**config.mk**
```make
export PLATFORM = sky130hd
export DESIGN_NAME = circ_mvm_sequencer
export DESIGN_NICKNAME = d
export VERILOG_FILES = /design/src/rtl/circ_mvm_sequencer.sv
export SDC_FILE = /design/constraint.sdc
export NUM_CORES = 2
export LEC_CHECK = 0
export ABC_AREA = 1
export CAP_MARGIN = 0
export CORE_AREA = 2 2 777 779
export CTS_BUF_LIST = sky130_fd_sc_hd__clkbuf_8
export DETAILED_ROUTE_END_ITERATION = 8
export DIE_AREA = 0 0 779 781
export GPL_ROUTABILITY_DRIVEN = 0
export PLACE_DENSITY = 0.36
export SYNTH_ARGS = -nofsm -noshare
export SYNTH_HDL_FRONTEND = slang
export SYNTH_SLANG_ARGS = --single-unit
export TNS_END_PERCENT = 50
```
**constraint.sdc**
```tcl
create_clock -name clk -period 2.2 [get_ports clk]
set_input_delay 0.44 -clock clk [delete_from_list [all_inputs] [get_ports clk]]
set_output_delay 0.44 -clock clk [all_outputs]
set_load 0.005 [all_outputs]
```
**src/rtl/circ_mvm_sequencer.sv**
```systemverilog
// rtl/circ_mvm_sequencer.sv - circulant matrix-vector multiply pass sequencer
// Optional watchdog: define CIRC_MVM_SEQ_WATCHDOG_EN.
module circ_mvm_sequencer #(
    parameter int WORD_WIDTH     = 31,
    parameter int MTX_SIZE       = 16,
    parameter int NUM_PASSES     = 1,
    parameter int TIMEOUT_CYCLES = 256,
    localparam int PC_W          = $clog2(NUM_PASSES + 1)
) (
    input  logic                                 clk,
    input  logic                                 reset,
    input  logic                                 in_valid,
    output logic                                 in_ready,
    input  logic [MTX_SIZE-1:0][WORD_WIDTH-1:0]  in_vec,
    output logic                                 out_valid,
    input  logic                                 out_ready,
    output logic [MTX_SIZE-1:0][WORD_WIDTH-1:0]  out_vec,
    output logic                                 out_err,
    output logic                                 dp_start,
    output logic [MTX_SIZE-1:0][WORD_WIDTH-1:0]  dp_vec,
    input  logic                                 dp_valid,
    input  logic [MTX_SIZE-1:0][WORD_WIDTH-1:0]  dp_result,
    output logic                                 busy,
    output logic [PC_W-1:0]                      pass_cnt
);

    typedef enum logic [1:0] {IDLE, START, WAIT, OUT} state_t;

    localparam logic [PC_W-1:0] LAST_PASS = PC_W'(NUM_PASSES - 1);

    state_t                               state;
    logic [MTX_SIZE-1:0][WORD_WIDTH-1:0]  op_reg;
    logic [MTX_SIZE-1:0][WORD_WIDTH-1:0]  out_reg;

    if (NUM_PASSES < 1 || TIMEOUT_CYCLES < 1) begin : g_bad_cfg
        $error("circ_mvm_sequencer: NUM_PASSES and TIMEOUT_CYCLES must be >= 1");
    end

    assign dp_vec  = op_reg;
    assign out_vec = out_reg;

`ifdef CIRC_MVM_SEQ_WATCHDOG_EN
    localparam int WD_W = $clog2(TIMEOUT_CYCLES + 1);
    logic [WD_W-1:0] wd_cnt;
    logic            wd_expired;
    assign wd_expired = (wd_cnt == WD_W'(TIMEOUT_CYCLES - 1));
`else
    assign out_err = 1'b0;
`endif

    // Handshake flags are flops updated alongside every state transition.
    always_ff @(posedge clk) begin
        if (!reset) begin
            state     <= IDLE;
            op_reg    <= '0;
            out_reg   <= '0;
            pass_cnt  <= '0;
            in_ready  <= 1'b1;
            out_valid <= 1'b0;
            dp_start  <= 1'b0;
            busy      <= 1'b0;
`ifdef CIRC_MVM_SEQ_WATCHDOG_EN
            wd_cnt    <= '0;
            out_err   <= 1'b0;
`endif
        end else begin
            case (state)
                IDLE: begin
                    if (in_valid) begin
                        op_reg   <= in_vec;
                        pass_cnt <= '0;
                        in_ready <= 1'b0;
                        dp_start <= 1'b1;
                        busy     <= 1'b1;
                        state    <= START;
                    end
                end
                START: begin
                    // dp_valid is not looked at here: it may still be left over from the prior pass.
                    dp_start <= 1'b0;
`ifdef CIRC_MVM_SEQ_WATCHDOG_EN
                    wd_cnt   <= '0;
`endif
                    state    <= WAIT;
                end
                WAIT: begin
                    if (dp_valid) begin
                        if (pass_cnt == LAST_PASS) begin
                            out_reg   <= dp_result;
                            out_valid <= 1'b1;
                            state     <= OUT;
                        end else begin
                            op_reg   <= dp_result;
                            pass_cnt <= pass_cnt + PC_W'(1);
                            dp_start <= 1'b1;
                            state    <= START;
                        end
                    end
`ifdef CIRC_MVM_SEQ_WATCHDOG_EN
                    else if (wd_expired) begin
                        out_reg   <= '0;
                        out_err   <= 1'b1;
                        out_valid <= 1'b1;
                        state     <= OUT;
                    end else begin
                        wd_cnt <= wd_cnt + WD_W'(1);
                    end
`endif
                end
                OUT: begin
                    if (out_ready) begin
                        out_valid <= 1'b0;
                        in_ready  <= 1'b1;
                        busy      <= 1'b0;
                        pass_cnt  <= '0;
`ifdef CIRC_MVM_SEQ_WATCHDOG_EN
                        out_err   <= 1'b0;
`endif
                        state     <= IDLE;
                    end
                end
                default: state <= IDLE;
            endcase
        end
    end

endmodule

```
==> reports/results.tsv <==
stage	metric	value	unit
floorplan	coreArea	601000	um^2
floorplan	rows	285	
timing	finalMaxSlewViolations	0	
finish	fin_area	87000	um^2
finish	mostFrequentLayoutCell	nand2_1	
clocking	cts.sinks	998	
clocking	clk_latency	1.09	ns
timing	worst_slack	0.00294	ns
min_path	whs_path_depth	5	
detailed_routing	drcViolationCount	0	
synthesis	synthAdderAreaFrac	0.00201	
synthesis	synth_area_per_cell	6.28	um^2
setup_path	worst-path-max-fanout	50	
setup_path	cpMostUsedCell	buf_12	
setup_path	r2r-start	state[0]	
setup_path	path_cells	inv_2, ha_1, nand2_4, buf_12, buf_12, buf_12, o21ai_0, nor2_1	
synthesis	synth-xor-area-share	0	
pwr	p_per_area	1100	nW/um^2
setup_path	crit_cells	8	
setup_path	cp-startpoint	state[0]	
synthesis	synth_compound_area_frac	0.0572	
setup_path	reg2reg_setup_slack	0.003	ns
min_path	min_path_type	in -> reg	
placement	numPortBuffers	1992	
synthesis	muxShareOfSynthArea	0	
detailed_routing	route.detailed.wl_per_inst	26.9	um
detailed_routing	drt-initial-drc-count	3424	
floorplan	chipHeight	781	um
finish	nNetsFinal	10800	
global_routing	antenna_found_initial	349	
finish	seqCellArea	20800	um^2
pwr	ir_drop	0.558	mV
placement	placed_cells	16900	
global_routing	grt_pass1_vias	54700	
setup_path	cp_top_family	buffers and inverters	
setup_path	rr_worst_depth	8	
synthesis	synth_area	43600	um^2
floorplan	ioPinCount	1995	
detailed_routing	vias_per_cell	3.09	
timing	fmax	0.455	GHz
setup_path	path_buf_inv	4	
clocking	cts_root_buf	clkbuf_8	
synthesis	yosysWarnings	0	
outcome	outcome	finished clean	
timing	skew	0.0996	ns
detailed_routing	postRouteAntennaNets	0	
detailed_routing	drtPass1Iterations	6	
finish	layout_common_cells	2494 x nand2_1, 1991 x nor2_1, 995 x clkdlybuf4s50_1	
detailed_routing	vias	55700	
setup_path	slowest_delay	0.46	ns
finish	n_fill_cell	69900	
setup_path	r2r_end	out_vec[233]	
finish	multi_input_area	19500	um^2
clocking	cts.clk_slew.worst_paths	0.06	ns
setup_path	worstSetupEndpointType	register	
global_routing	grt_pass1_wl	600	mm
timing	slew_headroom	0.613	
setup_path	cp-start-kind	register	
synthesis	synth-simple-area-share	0.387	
global_routing	grt_max_degree	87	
detailed_routing	totalWireLength	485	mm
timing	hold_viol_final	0	
setup_path	cp_data_required_time	3.12	ns
setup_path	cp-endpoint	out_vec[233]	
floorplan	start_util	0.0727	
clocking	clock_path_buffers	4	
timing	finalSetupTns	0	ns
synthesis	ys_ff_latch	998	
clocking	cts_tree	yes	
timing	min_period_over_period	0.999	
clocking	cts_max_level	4	
timing	finalWorstPathRequiredPeriod	2.20	ns
flow_run	maxCapViolCount	0	
setup_path	slowest_stage	o21ai_0	
synthesis	synth_top_family_by_area	simple AND/OR/NAND/NOR gates	
finish	drive_above_1_share	0.207	
synthesis	yosys.cell_types.count	20	
placement	pre_cts_slack	-0.158	ns
setup_path	cp.arrival	3.11	ns
timing	worst-slew-pin-transition	0.579	ns
global_routing	grt_use_total	0.152	
placement	dp.final_hpwl	421	mm
floorplan	dieArea	608000	um^2
setup_path	critical_path_class	reg -> reg	
global_routing	grt_remaining_overflow	0	
timing	setup_viol	0	
pwr	power	96.1	mW
timing	rsz0062_at_grt	yes	
synthesis	ys_seq_area_frac	0.458	
finish	final_cells	18100	
floorplan	dieWidth	779	um
finish	post-route-util	0.145	
finish	syn_to_final_growth	99.3	%
clocking	numCtsBuffers	226	
pwr	leakage	38.9	nW
timing	holdWs	0.161	ns
placement	postPlaceCellArea	74900	um^2
synthesis	syn_inst	6952	
## registers in the layout, indices dropped and copies added, names as in the netlist
register / flops
dp_start: 1
out_valid: 1
state: 2
busy: 1
out_vec: 496
dp_vec: 496
in_ready: 1
## cells by family after synthesis
group | after synthesis
other cells | 1
compound gates | 499
buf+inv | 950
flops | 998
fa+ha+maj | 7
simple gates | 4497
## per-layer routing
metal  track usage  wire, um
met5             0       939
met4        0.0586     23900
met1         0.173    189000
met3        0.0831     64000
met2         0.237    208000
## power breakdown
part / total [mW] / internal (mW) / leakage [nW] / switching (mW)
combinational: 46.0 / 18.2 / 27.8 / 27.7
clock: 23.2 / 12.4 / 2.64 / 10.8
sequential: 26.9 / 23.5 / 8.40 / 3.45
total: 96.1 / 54.1 / 38.9 / 41.9
## cell usage after synthesis
master,number,area [um^2]
inv_2,2,7.51
buf_4,53,398
nor2_1,1992,7480
nand3_1,6,30.0
o21ai_0,497,2490
clkbuf_1,141,529
a21oi_1,2,10.0
conb_1,1,3.75
dfxtp_1,998,20000
buf_2,215,1080
buf_6,17,191
inv_6,1,8.76
nand2_1,2495,9370
nand3b_1,1,7.51
inv_1,505,1900
nand2_2,1,6.26
ha_1,7,87.6
nand3_2,1,10.0
buf_1,16,60.1
or2_2,1,6.26
## cell type report
cell class                      count  area share
Inverter                          508      0.0223
Multi-Input combinational cell   5005       0.225
Antenna cell                       96     0.00276
Sequential cell                   998       0.239
Tap cell                         8036       0.116
Timing Repair Buffer             3027       0.343
Clock inverter                    111     0.00971
Clock buffer                      275      0.0435
## what timing repair did
action,4_1_cts,5_1_grt
gates resized for setup,3851,661
buffers inserted,8,7
endpoints found under the setup margin,1016,509
endpoints found under the hold margin,744,0
pin swaps,0,1
hold buffers,657,0
gates cloned,0,1
## worst min-delay path by stage
stage                        start           end  slack, ns
floorplan                out_valid     out_valid       0.45
global placement         out_valid     out_valid       0.45
detailed placement       out_valid     out_valid       0.46
CTS                 dp_result[204]   dp_vec[204]     0.0006
global route        dp_result[251]  out_vec[251]       0.08
finish                 in_vec[350]   dp_vec[350]       0.16
## worst reg2reg max path, stage by stage (launching register included)
cell	delay, ns
dfxtp_1	0.35
inv_2	0.13
ha_1	0.26
nand2_4	0.10
buf_12	0.16
buf_12	0.15
buf_12	0.31
o21ai_0	0.49
nor2_1	0.07
Power figures use the tool's default switching activity.
